==> config.mk <==
export PLATFORM = sky130hd
export DESIGN_NAME = score_keeper
export DESIGN_NICKNAME = d
export VERILOG_FILES = /design/src/rtl/score_keeper_pkg.sv /design/src/rtl/score_keeper_edge_detect.sv /design/src/rtl/score_keeper.sv
export SDC_FILE = /design/constraint.sdc
export NUM_CORES = 1
export LEC_CHECK = 0
export BUFFER_PORTS_ARGS = -buffer_cell sky130_fd_sc_hd__buf_2
export CORE_MARGIN = 2
export CORE_UTILIZATION = 43
export DETAILED_ROUTE_END_ITERATION = 10
export PLACE_DENSITY = 0.62
export SLEW_MARGIN = 25
export SYNTH_ARGS = -nofsm -noshare
export SYNTH_HDL_FRONTEND = slang
export SYNTH_SLANG_ARGS = --single-unit
==> constraint.sdc <==
create_clock -name clk -period 6.5 [get_ports clk]
set_clock_uncertainty 0.2 [all_clocks]
set_input_delay 0.975 -clock clk [delete_from_list [all_inputs] [get_ports clk]]
set_output_delay 0.975 -clock clk [all_outputs]
set_load 0.03 [all_outputs]
==> src/rtl/score_keeper_pkg.sv <==
// Shared Pong match constants: FSM state encoding, score width and winner codes.
// Reused by the display and ball logic, so encodings here are fixed.
package score_keeper_pkg;

  localparam int unsigned SCORE_W = 4;

  typedef enum logic [1:0] {
    StIdle  = 2'd0,
    StServe = 2'd1,
    StPlay  = 2'd2,
    StOver  = 2'd3
  } state_e;

  localparam logic [1:0] WINNER_NONE = 2'b00;
  localparam logic [1:0] WINNER_P1   = 2'b01;
  localparam logic [1:0] WINNER_P2   = 2'b10;

  // Winner code for the player who just reached the winning score.
  function automatic logic [1:0] winner_code(input logic is_p2);
    return is_p2 ? WINNER_P2 : WINNER_P1;
  endfunction

endpackage

==> src/rtl/score_keeper_edge_detect.sv <==
// 1-bit rising-edge detector: a level held high produces a single-cycle event.
module score_keeper_edge_detect (
  input  logic clk,
  input  logic rst_n,
  input  logic din,
  output logic evt
);

  logic prev_q;

  always_ff @(posedge clk or negedge rst_n) begin
    if (!rst_n) begin
      prev_q <= 1'b0;
    end else begin
      prev_q <= din;
    end
  end

  assign evt = din & ~prev_q;

endmodule

==> src/rtl/score_keeper.sv <==
// Pong match controller: counts goals, holds the ball for a fixed serve delay and
// detects the winner. All outputs are registered.
module score_keeper
  import score_keeper_pkg::*;
#(
  parameter logic [SCORE_W-1:0] WIN_SCORE   = 4'd10,
  parameter int unsigned        SERVE_DELAY = 100_000_000,
  parameter int unsigned        DLY_W       = 27
) (
  input  logic               clk,
  input  logic               rst_n,
  input  logic               goal_p1,
  input  logic               goal_p2,
  input  logic               new_game,
  output logic [SCORE_W-1:0] score_p1,
  output logic [SCORE_W-1:0] score_p2,
  output logic               serve_en,
  output logic               game_over,
  output logic [1:0]         winner
);

  localparam logic [DLY_W-1:0] RELOAD = DLY_W'(SERVE_DELAY - 1);

  logic p1_evt, p2_evt, ng_evt;

  state_e             state_q, state_d;
  logic [DLY_W-1:0]   cnt_q, cnt_d;
  logic [SCORE_W-1:0] score_p1_q, score_p1_d;
  logic [SCORE_W-1:0] score_p2_q, score_p2_d;
  logic [1:0]         winner_q, winner_d;
  logic               serve_en_q, serve_en_d;
  logic               game_over_q, game_over_d;

  score_keeper_edge_detect u_edge_p1 (
    .clk   (clk),
    .rst_n (rst_n),
    .din   (goal_p1),
    .evt   (p1_evt)
  );

  score_keeper_edge_detect u_edge_p2 (
    .clk   (clk),
    .rst_n (rst_n),
    .din   (goal_p2),
    .evt   (p2_evt)
  );

  score_keeper_edge_detect u_edge_ng (
    .clk   (clk),
    .rst_n (rst_n),
    .din   (new_game),
    .evt   (ng_evt)
  );

  // State register and all registered datapath/outputs.
  always_ff @(posedge clk or negedge rst_n) begin
    if (!rst_n) begin
      state_q     <= StIdle;
      cnt_q       <= '0;
      score_p1_q  <= '0;
      score_p2_q  <= '0;
      winner_q    <= WINNER_NONE;
      serve_en_q  <= 1'b0;
      game_over_q <= 1'b0;
    end else begin
      state_q     <= state_d;
      cnt_q       <= cnt_d;
      score_p1_q  <= score_p1_d;
      score_p2_q  <= score_p2_d;
      winner_q    <= winner_d;
      serve_en_q  <= serve_en_d;
      game_over_q <= game_over_d;
    end
  end

  // Next state; new_game outranks any same-cycle goal in every state.
  always_comb begin
    state_d    = state_q;
    cnt_d      = cnt_q;
    score_p1_d = score_p1_q;
    score_p2_d = score_p2_q;
    winner_d   = winner_q;

    if (ng_evt) begin
      state_d    = StServe;
      cnt_d      = RELOAD;
      score_p1_d = '0;
      score_p2_d = '0;
      winner_d   = WINNER_NONE;
    end else begin
      case (state_q)
        StIdle: ;
        StServe: begin
          if (cnt_q == '0) begin
            state_d = StPlay;
          end else begin
            cnt_d = cnt_q - 1'b1;
          end
        end
        StPlay: begin
          if (p1_evt && p2_evt) begin
            // Simultaneous goals are a replay, not a point.
            state_d = StServe;
            cnt_d   = RELOAD;
          end else if (p1_evt) begin
            score_p1_d = score_p1_q + 1'b1;
            if (score_p1_d == WIN_SCORE) begin
              state_d  = StOver;
              winner_d = winner_code(1'b0);
            end else begin
              state_d = StServe;
              cnt_d   = RELOAD;
            end
          end else if (p2_evt) begin
            score_p2_d = score_p2_q + 1'b1;
            if (score_p2_d == WIN_SCORE) begin
              state_d  = StOver;
              winner_d = winner_code(1'b1);
            end else begin
              state_d = StServe;
              cnt_d   = RELOAD;
            end
          end
        end
        StOver: ;
        default: state_d = StIdle;
      endcase
    end
  end

  // Outputs follow the state being entered so they line up with it after the edge.
  always_comb begin
    serve_en_d  = (state_d == StPlay);
    game_over_d = (state_d == StOver);
  end

  assign score_p1  = score_p1_q;
  assign score_p2  = score_p2_q;
  assign winner    = winner_q;
  assign serve_en  = serve_en_q;
  assign game_over = game_over_q;

endmodule

# Word level (Yosys, flattened, before mapping)
# Cells that the tools add are included.
totals:
  ff_bits: 44
  in_bits: 5
  output_inout_bits: 12
  elab_cells: 76
op_classes:
  addsub: 3
  n_eq_ne: 13
  muxes: 32
  bitwise_logic: 6
  n_reduce_logical: 12
op_table:
  columns: ["op", "count"]
  rows:
  - ["two-way mux 27 bit", 7]
  - ["one-hot mux 27 bit (2 select lines)", 1]
  - ["two-way mux 4 bit", 9]
  - ["two-way mux 2 bit", 14]
  - ["logical NOT 27 bit", 1]
  - ["subtractor 27 x 1 -> 27 bit, second input constant", 1]
  - ["!= test 5 bit, second input constant", 3]
  - ["AND reduction 5 bit", 2]
  - ["nonzero test 3 bit", 3]
  - ["adder 4 x 1 -> 4 bit, second input constant", 2]
  - ["equality test 4 bit, second input constant", 2]
  - ["equality test 2 bit, second input constant", 3]
  - ["nonzero test 2 bit", 3]
  - ["one-hot mux 2 bit (2 select lines)", 1]
  - ["AND reduction 4 bit", 1]
  - ["AND 1 bit", 3]
  - ["!= test 3 x 1 -> 1 bit, second input constant", 1]
  - ["!= test 3 bit, second input constant", 1]
  - ["inverter 1 bit", 3]
  - ["AND reduction 3 bit", 1]
  - ["equality test 2 x 1 -> 1 bit, second input constant", 1]
  - ["!= test 2 x 1 -> 1 bit, second input constant", 1]
  - ["!= test 2 bit, second input constant", 1]
  - ["logical AND 1 bit", 1]

# Depth between registers and ports, before layout
# Gate-level depths: netlist (run 1).
logic_depth:
  depth_word: 9
  mapped_depth: 10
  ltp_nobuf: 8

# Cells and area by module
# A second synthesis (run 1) with hierarchy kept.
unflattened:
  hier_cells: 304
  area_unflattened_um2: 2796.4
by_module_without_submodules:
  columns: ["module", "n_inst", "cells_per_inst", "area_per_inst_um2", "seq_area_each_um2"]
  rows:
  - ["score_keeper", 1, 298, 2680.1, 1026.0]
  - ["score_keeper_edge_detect", 3, 2, 38.8, 25.0]

# Worst setup path before layout (run 1)
# No wires, ideal clock.
synth_timing:
  path_type: "input -> register"
  from: "input new_game"
  to: "register cnt_q[19]"
  arrival_time_ns: 2.700
  required_time_ns: 6.222
  setup_slack_ns: 3.522
  cell_stages: 7
  path_buffers: 1
  path_cell_list: "nor2b_1 a21oi_1 and4_2 or4_1 buf_2 or4_1 a21oi_1"
synth_via:
  elab_chain_cells: 3
  elab_cells_between_ends: 8
  cone_classes: "eq/ne (4); mux (1); bitwise (1); reduce/logical (2)"
synth_lines:
  columns: ["element", "line", "text"]
  rows:
  - ["start: declaration", "score_keeper.sv:14", "input logic new_game,"]
  - ["AND 1 bit *", "score_keeper_edge_detect.sv:19", "assign evt = din & ~prev_q;"]
  - ["!= test 5 bit (no source line) (tied with other cells)", null, null]
  - ["AND reduction 5 bit (no source line)", null, null]
  - ["end signal: assignment", "score_keeper.sv:67", "cnt_q <= cnt_d;"]
  - ["end: declaration", "score_keeper.sv:27", "logic [DLY_W-1:0] cnt_q, cnt_d;"]
# Mark *: on every way between the ends. The rest lies on a longest branch, timed or not.
# A chain may end at the register's enable or synchronous reset.

# Final worst setup path (run 1)
# Ends and elaborated chain as after synthesis.

==> flow_summary.json, run 1 <==
{
  "synth_top_cell_area_share_pct": 43.5,
  "cts_hold_buf": 0,
  "critPathRequiredTime_ps": 6530,
  "start_util_pct": 45.1,
  "drcViolationCount": 0,
  "slew_viol_final": 0,
  "die_y_um": 80.7,
  "cts_buffer_depth": 2,
  "powerDensity_nw_per_um2": 206,
  "clock_sinks": 44,
  "endpoint_kind": "register",
  "ys_ff_latch": 44,
  "hold_path.startpoint": "cnt_q[12]",
  "max_freq_mhz": 315,
  "synth_cell_type_count": 57,
  "hp-class": "reg -> reg",
  "htree_num_levels": 2,
  "drv_cap": 0,
  "startpoint_type": "input port",
  "rsz0062_at_grt": "false",
  "synth_seq_area_share_pct": 43.5,
  "antenna_left": 0,
  "synth_edf_count": 0,
  "startpoint": "new_game",
  "final_util_pct": 49.2,
  "cts_made_buffers": 5,
  "area_growth_pct": 9.05,
  "globalplace.congestion": 0.858,
  "synthArstFlopShare_pct": 100,
  "hpwl_mm": 3.89,
  "yosysWarnings": 0,
  "synth_cells": 273,
  "top_layer": "met4",
  "ios": 17,
  "drtIter0Drc": 83,
  "n_antenna_cell": 0,
  "clockRootBuffer": "clkbuf_8",
  "worstPathArrival_ps": 3210,
  "syn_area_um2": 2530,
  "finalNetCount": 301,
  "wl_per_cell_um": 15.5,
  "grt_pass1_vias": 1889,
  "cp_max_fo": 15,
  "gr-total-overflow": 0,
  "finalSetupViolations": 0,
  "clk_latency_ps": 310,
  "worst_pin_slew_ps": 687,
  "wl_mm": 5.60,
  "clk_pin_slew_worst_paths_ps": 80,
  "grt_usage_pct": 19.0,
  "cts_resized": 0,
  "num_vias": 2188,
  "wl_met2_mm": 2.54,
  "path_class": "in -> reg",
  "yosys-top-cells-area": "dfrtp_1 44%, nand3_1 4.0%, ha_1 3.5%, o21ai_0 3.4%, nor2_1 3.1%",
  "slew_headroom_pct": 53.9,
  "fp.dieArea_um2": 6510,
  "period_needed_ps": 3180,
  "cts_tree": "yes",
  "vdd_ir_drop_max_v": 0.000137,
  "cts_setup_buffers": 0,
  "grt_pass1_wl_mm": 9.41,
  "drive_gt1_share_pct": 14.5,
  "synth.most_common_cell": "dfrtp_1",
  "stdcell_area_um2": 2760,
  "drt-met1-wl_mm": 2.83,
  "vias_per_cell": 6.06,
  "syn-num-nets": 285,
  "grt_max_degree": 45,
  "first_pass_iters": 4,
  "fin_setup_tns_ps": 0,
  "num_rows": 27,
  "synth_ff_type": "dfrtp_1",
  "die_x_um": 80.7,
  "place_area_um2": 2680,
  "core_um2": 5610,
  "power.leakage_nw": 1.08,
  "synth.avg_cell_area_um2": 9.27,
  "hold_viol_final": 0,
  "antenna_found_initial": 0,
  "timing.rr.start": "cnt_q[0]",
  "portBuffers": 16,
  "outcome": "complete, no violations",
  "dr_wl_met3_um": 150,
  "finalCritPeriodShare_pct": 48.9,
  "ys_top_cells_by_count": "44 x dfrtp_1, 21 x nor2_1, 20 x nand3_1",
  "synth_top_area_cell": "dfrtp_1"
}
flip-flops by register name, indices dropped and copies added (netlist names), 2 cells and up:
register,count
score_p2,4
cnt_q,27
winner,2
score_p1,4
state_q,2
worst paths after layout:
| kind | slack [ps] | cells past startpoint | to |
|---|---|---|---|
| setup / recovery | 3320 | 7 | cnt_q[19] |
| hold / removal | 290 | 1 | cnt_q[12] |
| setup reg to reg | 3380 | 9 | cnt_q[15] |
| hold reg to reg | 290 | 1 | cnt_q[12] |
| max in group asynchronous | 5250 | 1 | u_edge_ng.prev_q |
| min in group asynchronous | 460 | 1 | winner[1] |
power breakdown:
| group | total, mW | switching, mW | internal [mW] |
|---|---|---|---|
| sequential | 0.303 | 0.0153 | 0.288 |
| clock | 0.169 | 0.0954 | 0.0733 |
| combinational | 0.0976 | 0.0644 | 0.0332 |
through the flow:
stage | hold slack [ps] | cells | total power [mW] | worst slack, ps
floorplan | 246 | 273 | 0.373 | 3520
global placement | 284 | 354 | 0.403 | 2730
detailed placement | 274 | 354 | 0.405 | 2670
CTS | 288 | 361 | 0.572 | 2980
global route | 323 | 361 | 0.599 | 3170
finish | 288 | 361 | 0.570 | 3320
worst max-delay path, cell delays in order:
cell and delay [ps]:
buf_2 100, nor2b_2 510, a21oi_1 140, and4_2 280, or4_1 620, or4_1 440, a21oi_1 150
kinds of logic (layout without fill, tap and decap cells):
| group | after synthesis | count (layout) | share of synthesized area, % |
|---|---|---|---|
| compound gates | 71 | 71 | 18.6 |
| xor+xnor | 6 | 6 | 2.08 |
| fa+ha+maj | 7 | 7 | 3.46 |
| buf+inv | 17 | 33 | 2.57 |
| flops | 44 | 44 | 43.5 |
| simple gates | 128 | 128 | 29.7 |
per-layer routing:
metal  track usage, %  up-vias
met1             26.6     1087
li1                 -     1070
met5                0        -
met2             29.0       26
met3             4.16        5
met4             6.61        0
cell type report:
cell class	instances	area, µm²
inverters	9	33.8
flip-flops and latches	44	1100
repair buffers	17	90.1
clock buffers	6	72.6
clock inverters	1	5.00
well taps	72	90.1
multi-input cells	212	1370
fillers	559	2850
placed cells by master (no fill, tap or decap), types with 2 or more instances in the layout:
| cell | instances |
|---|---|
| nor4_1 | 5 |
| a21oi_1 | 15 |
| nor2_1 | 21 |
| buf_2 | 15 |
| xor2_1 | 5 |
| a211oi_1 | 2 |
| o31ai_1 | 10 |
| or4_1 | 8 |
| dfrtp_1 | 44 |
| nand2_1 | 19 |
| inv_1 | 9 |
| o211ai_1 | 2 |
| nand2b_1 | 3 |
| a21boi_0 | 2 |
| o41ai_1 | 3 |
| nand3_1 | 20 |
| a41oi_1 | 2 |
| o2111ai_1 | 3 |
| clkbuf_8 | 5 |
| buf_4 | 2 |
| or3_1 | 9 |
| or4b_2 | 2 |
| o21ai_0 | 17 |
| a31oi_1 | 4 |
| or2_2 | 5 |
| and3_1 | 2 |
| o21a_1 | 2 |
| nand4_1 | 7 |
| ha_1 | 7 |
| and3b_1 | 2 |
| nor3_1 | 6 |
| nor2b_1 | 2 |
Note: power is estimated with default switching activity, not from simulation.
==> run 2: changes to the inputs <==
- ABC_AREA: not set -> 1
- PLACE_DENSITY: 0.62 -> 0.64
- clock period: 6.5 -> 2.6 ns (I/O delays scaled with it)
==> run 2 against run 1 <==
- via count grew 25%
- utilization shrank 0.31 points
- clock-buffer cell count shrank 1
- sequential cell count is the same
- cell area grew 20%
- non-clock buffer count grew 12
- critical path depth grew 7
- worst setup slack lost 3000 ps
- cell count grew 47%
- total power grew to 2.7 times the previous value
- sequential share of layout area shrank 6.6 points
- highest routed layer unchanged
==> flow_summary.json, run 2 <==
{
  "synthArstFlopShare_pct": 100,
  "fin_cells": 532,
  "drive_gt1_share_pct": 15.7,
  "outcome": "complete, no violations",
  "endpoint": "cnt_q[10]",
  "synth_top_cell_area_share_pct": 36.8,
  "die_y_um": 87.4,
  "yosysWarnings": 0,
  "startpoint_type": "input port",
  "syn_area_um2": 2990,
  "timing.rr.start": "cnt_q[0]",
  "slew_headroom_pct": 56.5,
  "die_x_um": 87.4,
  "power.leakage_nw": 1.55,
  "worstPathArrival_ps": 2280,
  "synth_cell_type_count": 32,
  "p_total_mw": 1.54,
  "core_um2": 6760,
  "cp_max_fo": 11,
  "critPathRequiredTime_ps": 2600,
  "grt_max_degree": 29,
  "ios": 17,
  "cpMaxStageDelayCell": "dlygate4sd3_1",
  "gr-total-overflow": 0,
  "clock_sinks": 44,
  "cts_tree": "yes",
  "ys_top_cells_by_count": "119 x nand2_1, 76 x nor2_1, 47 x inv_1",
  "finalCritPeriodShare_pct": 87.6,
  "drv_cap": 0,
  "largest_reg_flops": 27,
  "wl_per_cell_um": 12.7,
  "antenna_found_initial": 0,
  "globalplace.congestion": 0.893,
  "area_growth_pct": 10.5,
  "setup_slack_ps": 321,
  "startpoint": "new_game",
  "ys_ff_latch": 44,
  "synth_edf_count": 0,
  "first_pass_iters": 5,
  "period_needed_ps": 2280,
  "syn-num-nets": 439,
  "synth_top_area_cell": "dfrtp_1",
  "regMostFlops": "cnt_q",
  "final_util_pct": 48.9,
  "finalNetCount": 463,
  "vias_per_cell": 5.15,
  "max_freq_mhz": 439,
  "yosys-top-cells-area": "dfrtp_1 37%, nand2_1 15%, nor2_1 9.5%, o21ai_2 7.0%, inv_1 5.9%",
  "fin_setup_tns_ps": 0,
  "vdd_ir_drop_max_v": 0.000314,
  "synth.most_common_cell": "nand2_1",
  "worstRegToRegCells": 11,
  "htree_num_levels": 2,
  "cts_made_buffers": 5,
  "hold-worst-slack_ps": 14.0,
  "r2r_slack_ps": 370,
  "mostFrequentLayoutCells": "119 x nand2_1, 76 x nor2_1, 47 x inv_1",
  "wl_mm": 6.75,
  "clk_latency_ps": 300,
  "synth_seq_area_share_pct": 36.8,
  "post-place-ws_ps": 383,
  "placedCellCount": 521,
  "synth_ff_type": "dfrtp_1",
  "stdcell_area_um2": 3300,
  "max_stage_delay_ps": 520,
  "clk_pin_slew_worst_paths_ps": 90,
  "clockRootBuffer": "clkbuf_8",
  "cp_cell_sequence": "dlygate4sd3_1 > buf_2 > inv_1 > nor2_1 > inv_1 > nand2_1 > inv_2 > nand2_1 > nand2_1 > nand2_1 > nand2_4 > buf_4 > nand2_1 > o21ai_2",
  "hpwl_mm": 5.08,
  "worst_pin_slew_ps": 653,
  "grt_pass1_wl_mm": 11.7,
  "multi_input_area_um2": 1610,
  "fp.dieArea_um2": 7640,
  "antenna_left": 0,
  "hp-class": "in -> reg",
  "slew_viol_final": 0,
  "cts_buffer_depth": 2,
  "grt_pass1_vias": 2603,
  "crit_path_frequent_cell": "nand2_1",
  "endpoint_kind": "register",
  "num_rows": 30,
  "finalSetupViolations": 0,
  "n_fill_cell": 661,
  "drtIter0Drc": 131,
  "powerDensity_nw_per_um2": 468,
  "layout_commonest_cell": "nand2_1",
  "hold_viol_final": 0,
  "synth.avg_cell_area_um2": 7.00,
  "start_util_pct": 44.3,
  "r2r_end": "cnt_q[10]",
  "place_area_um2": 3160,
  "synth_cells": 427,
  "final-seq-area_um2": 1100,
  "n_antenna_cell": 0,
  "rsz0062_at_grt": "false",
  "drcViolationCount": 0,
  "path_class": "in -> reg",
  "portBuffers": 16,
  "grt_usage_pct": 19.2,
  "num_vias": 2742
}
run 2: cell types whose count changed after synthesis, moves of 6 or more:
cell,before,now
inv_1,9,47
a21oi_1,15,2
or4_1,8,0
o21ai_2,0,24
or3_1,9,0
nor2_1,21,76
nand3_1,20,26
o31ai_1,10,0
nand4_1,7,20
nand2_1,19,119
run 2: layout make-up:
| cell class | count | share of cell area, % |
|---|---|---|
| inverters | 48 | 5.45 |
| multi-input cells | 323 | 48.8 |
| flip-flops and latches | 44 | 33.3 |
| repair buffers | 29 | 5.98 |
| clock inverters | 3 | 1.29 |
| well taps | 80 | 3.03 |
| clock buffers | 5 | 2.08 |
run 2: worst max-delay path, delay by kind of cell:
kind	cells	cell delay (ps)
buffers and inverters	6	1020
AOI/OAI and AO/OA	1	50
and+or+nand+nor	7	820
run 2: repair_timing:
| item | in CTS | in global routing |
|---|---|---|
| setup buffers | 0 | 0 |
| hold buffers | 3 | 0 |
| endpoints found under the hold margin | 28 | 0 |
| gates resized for setup | 0 | 0 |
run 2: cells by family after synthesis:
family,count (synthesis),share of synthesized area (%)
and+or+nand+nor,265,38.7
AOI/OAI and AO/OA,49,11.8
buffers and inverters,60,9.25
DFF,44,36.8
xor gates and xnor gates,2,0.586
adders and majority gates,7,2.93
run 2: worst min-delay path by stage:
stage,cells past startpoint,slack [ps],from,to
after floorplan,0,-110,rst_n,cnt_q[0]
after global placement,1,250,rst_n,cnt_q[19]
after detailed placement,1,260,rst_n,cnt_q[6]
after CTS,1,8,goal_p1,u_edge_p1.prev_q
after global routing,1,10,goal_p1,u_edge_p1.prev_q
final,1,10,goal_p1,u_edge_p1.prev_q
run 2: where the power goes:
part	switching [mW]	total (mW)	internal [mW]	leakage (nW)
combinational	0.159	0.243	0.0836	0.986
clock	0.246	0.530	0.284	0.0541
sequential	0.0480	0.772	0.724	0.506
total	0.453	1.54	1.09	1.55
run 2: layer usage:
metal / track usage (%) / vias to the layer above / wire length [µm]
met1: 24.4 / 1241 / 3190
met3: 2.94 / 14 / 282
met4: 6.85 / 0 / 127
met5: 0 / - / 0
met2: 33.1 / 69 / 3150
li1: - / 1418 / -
==> run 3: changes to the inputs <==
- CORE_UTILIZATION: 43 -> 45
- PLACE_DENSITY: 0.64 -> 0.66
- clock period: 2.6 -> 2 ns (I/O delays scaled with it)
==> run 3 against run 2 <==
- the run now ends with setup timing left
- critical path depth shrank 5
- worst setup slack lost 350 ps
- register-to-register slack lost 400 ps
- hold slack gained 260 ps
- combinational power grew 100%
- total power grew 42%
- clock-buffer cell count is the same
- utilization grew 14 points
- sequential power grew 29%
- sequential share of layout area shrank 5.7 points
- largest power group unchanged
- via count grew 12%
- die area shrank 4.2%
==> flow_summary.json, run 3 (synthesis results as in run 2) <==
{
  "n_fill_cell": 557,
  "cpMaxStageDelayCell": "dfrtp_1",
  "hp-class": "reg -> reg",
  "area_growth_pct": 33.9,
  "rsz0062_at_grt": "true",
  "slew_viol_final": 0,
  "setup_slack_ps": -25.1,
  "slew_headroom_pct": 61.3,
  "outcome": "finished, violations left",
  "startpoint_type": "register",
  "regMostFlops": "cnt_q",
  "largest_reg_flops": 27,
  "fin_cells": 576,
  "wl_per_cell_um": 14.1,
  "period_needed_ps": 2030,
  "antenna_left": 0,
  "hpwl_mm": 5.32,
  "violations": "setup timing",
  "powerDensity_nw_per_um2": 548,
  "clock_sinks": 44,
  "fp.dieArea_um2": 7310,
  "gr-total-overflow": 0,
  "cp_top_family": "simple AND/OR/NAND/NOR gates",
  "clockRootBuffer": "clkbuf_8",
  "clk_latency_ps": 300,
  "cts_buffer_depth": 2,
  "n_antenna_cell": 0,
  "path_class": "reg -> reg",
  "wl_mm": 8.11,
  "grt_pass1_vias": 2766,
  "core_um2": 6390,
  "worst_pin_slew_ps": 580,
  "drtIter0Drc": 151,
  "cts_tree": "yes",
  "mostFrequentLayoutCells": "87 x nand2_1, 59 x nor2_1, 45 x buf_4",
  "grt_max_degree": 45,
  "post-place-ws_ps": -1.15,
  "portBuffers": 16,
  "grt_pass1_wl_mm": 12.5,
  "cp_cell_sequence": "nor2_1 > nand2_2 > nor2_4 > nand2_2 > o21ai_4 > nand3_4 > nand2_8 > clkbuf_16 > o21ai_2",
  "hold_viol_final": 0,
  "drive_gt1_share_pct": 34.9,
  "first_pass_iters": 5,
  "max_freq_mhz": 494,
  "vdd_ir_drop_max_v": 0.000450,
  "htree_num_levels": 2,
  "finalCritPeriodShare_pct": 101,
  "drv_cap": 0,
  "clk_pin_slew_worst_paths_ps": 90,
  "antenna_found_initial": 0,
  "critPathRequiredTime_ps": 2000,
  "max_stage_delay_ps": 420,
  "cts_made_buffers": 5,
  "crit_buf_inv": 1,
  "cp_max_fo": 8,
  "globalplace.congestion": 0.925,
  "vias_per_cell": 5.35,
  "worstPathArrival_ps": 2020,
  "endpoint_kind": "register",
  "finalSetupViolations": 17,
  "num_vias": 3082,
  "drcViolationCount": 0,
  "finalNetCount": 510,
  "start_util_pct": 46.8,
  "crit_path_frequent_cell": "nand2_2",
  "grt_usage_pct": 21.2,
  "layout_commonest_cell": "nand2_1",
  "final_util_pct": 62.7,
  "ios": 17,
  "power.leakage_nw": 1.91,
  "num_rows": 29,
  "placedCellCount": 544,
  "die_x_um": 85.5,
  "die_y_um": 85.5
}
==> run 3: cell count changes in the layout (fill, tap and decap cells not counted), moves of 4 or more <==
cell | previous run | this run
buf_4 | 9 | 45
nand2_1 | 119 | 87
nand2_2 | 3 | 25
nor2_1 | 76 | 59
nor2_2 | 1 | 14
nand2_4 | 1 | 11
clkbuf_16 | 0 | 4
nor2_4 | 1 | 5
==> run 3: cell type report <==
cell class	count	area, µm²	share of cell area, %
multi-input cells	324	1860	46.3
flip-flops and latches	44	1100	27.6
repair buffers	75	656	16.4
inverters	48	180	4.50
well taps	77	96.3	2.41
clock buffers	5	68.8	1.72
clock inverters	3	42.5	1.06
==> run 3: layer usage <==
metal / vias to the layer above / routed length, µm / track usage, %
met5: - / 0 / 0
met4: 0 / 131 / 4.91
met3: 17 / 333 / 3.18
met2: 98 / 3910 / 35.7
met1: 1445 / 3740 / 28.9
li1: 1522 / - / -
==> run 3: worst paths after layout <==
path / startpoint / end / slack [ps] / cells after the start
max reg2reg: cnt_q[8] / cnt_q[7] / -30 / 9
min reg2reg: winner[0] / winner[0] / 280 / 2
max: cnt_q[8] / cnt_q[7] / -30 / 9
max in group asynchronous: rst_n / cnt_q[5] / 790 / 3
min in group asynchronous: rst_n / cnt_q[6] / 400 / 3
min: winner[0] / winner[0] / 280 / 2
==> run 3: per-stage QoR <==
step	TNS [ps]	total power, mW	hold slack [ps]	cell area, µm²
3_3_place_gp	0	1.37	223	3370
5_1_grt	-2290	2.31	311	4000
4_1_cts	0	2.11	286	3550
6_report	-182	2.20	279	4000
2_1_floorplan	0	1.24	-196	3000
3_5_place_dp	-1.58	1.38	222	3370
==> run 3: power breakdown <==
group          total, mW  switching (mW)  internal [mW]
clock              0.706           0.336          0.370
sequential         0.998          0.0560          0.942
combinational      0.492           0.279          0.212
total               2.20           0.672           1.52
==> run 3: worst reg2reg max path: cells and delay by family (launching register included) <==
family	cells	cell delay, ps
and+or+nand+nor	6	870
DFF	1	420
AOI/OAI and AO/OA	2	240
buffers and inverters	1	190
==> run 3: what timing repair did <==
action / CTS / global route
pin swaps: 0 / 16
cloned: 0 / 6
resized for setup: 2 / 81
hold buffers: 4 / 0
buffers inserted: 3 / 11
hold endpoints to repair: 47 / 0
endpoints found under the setup margin: 8 / 33
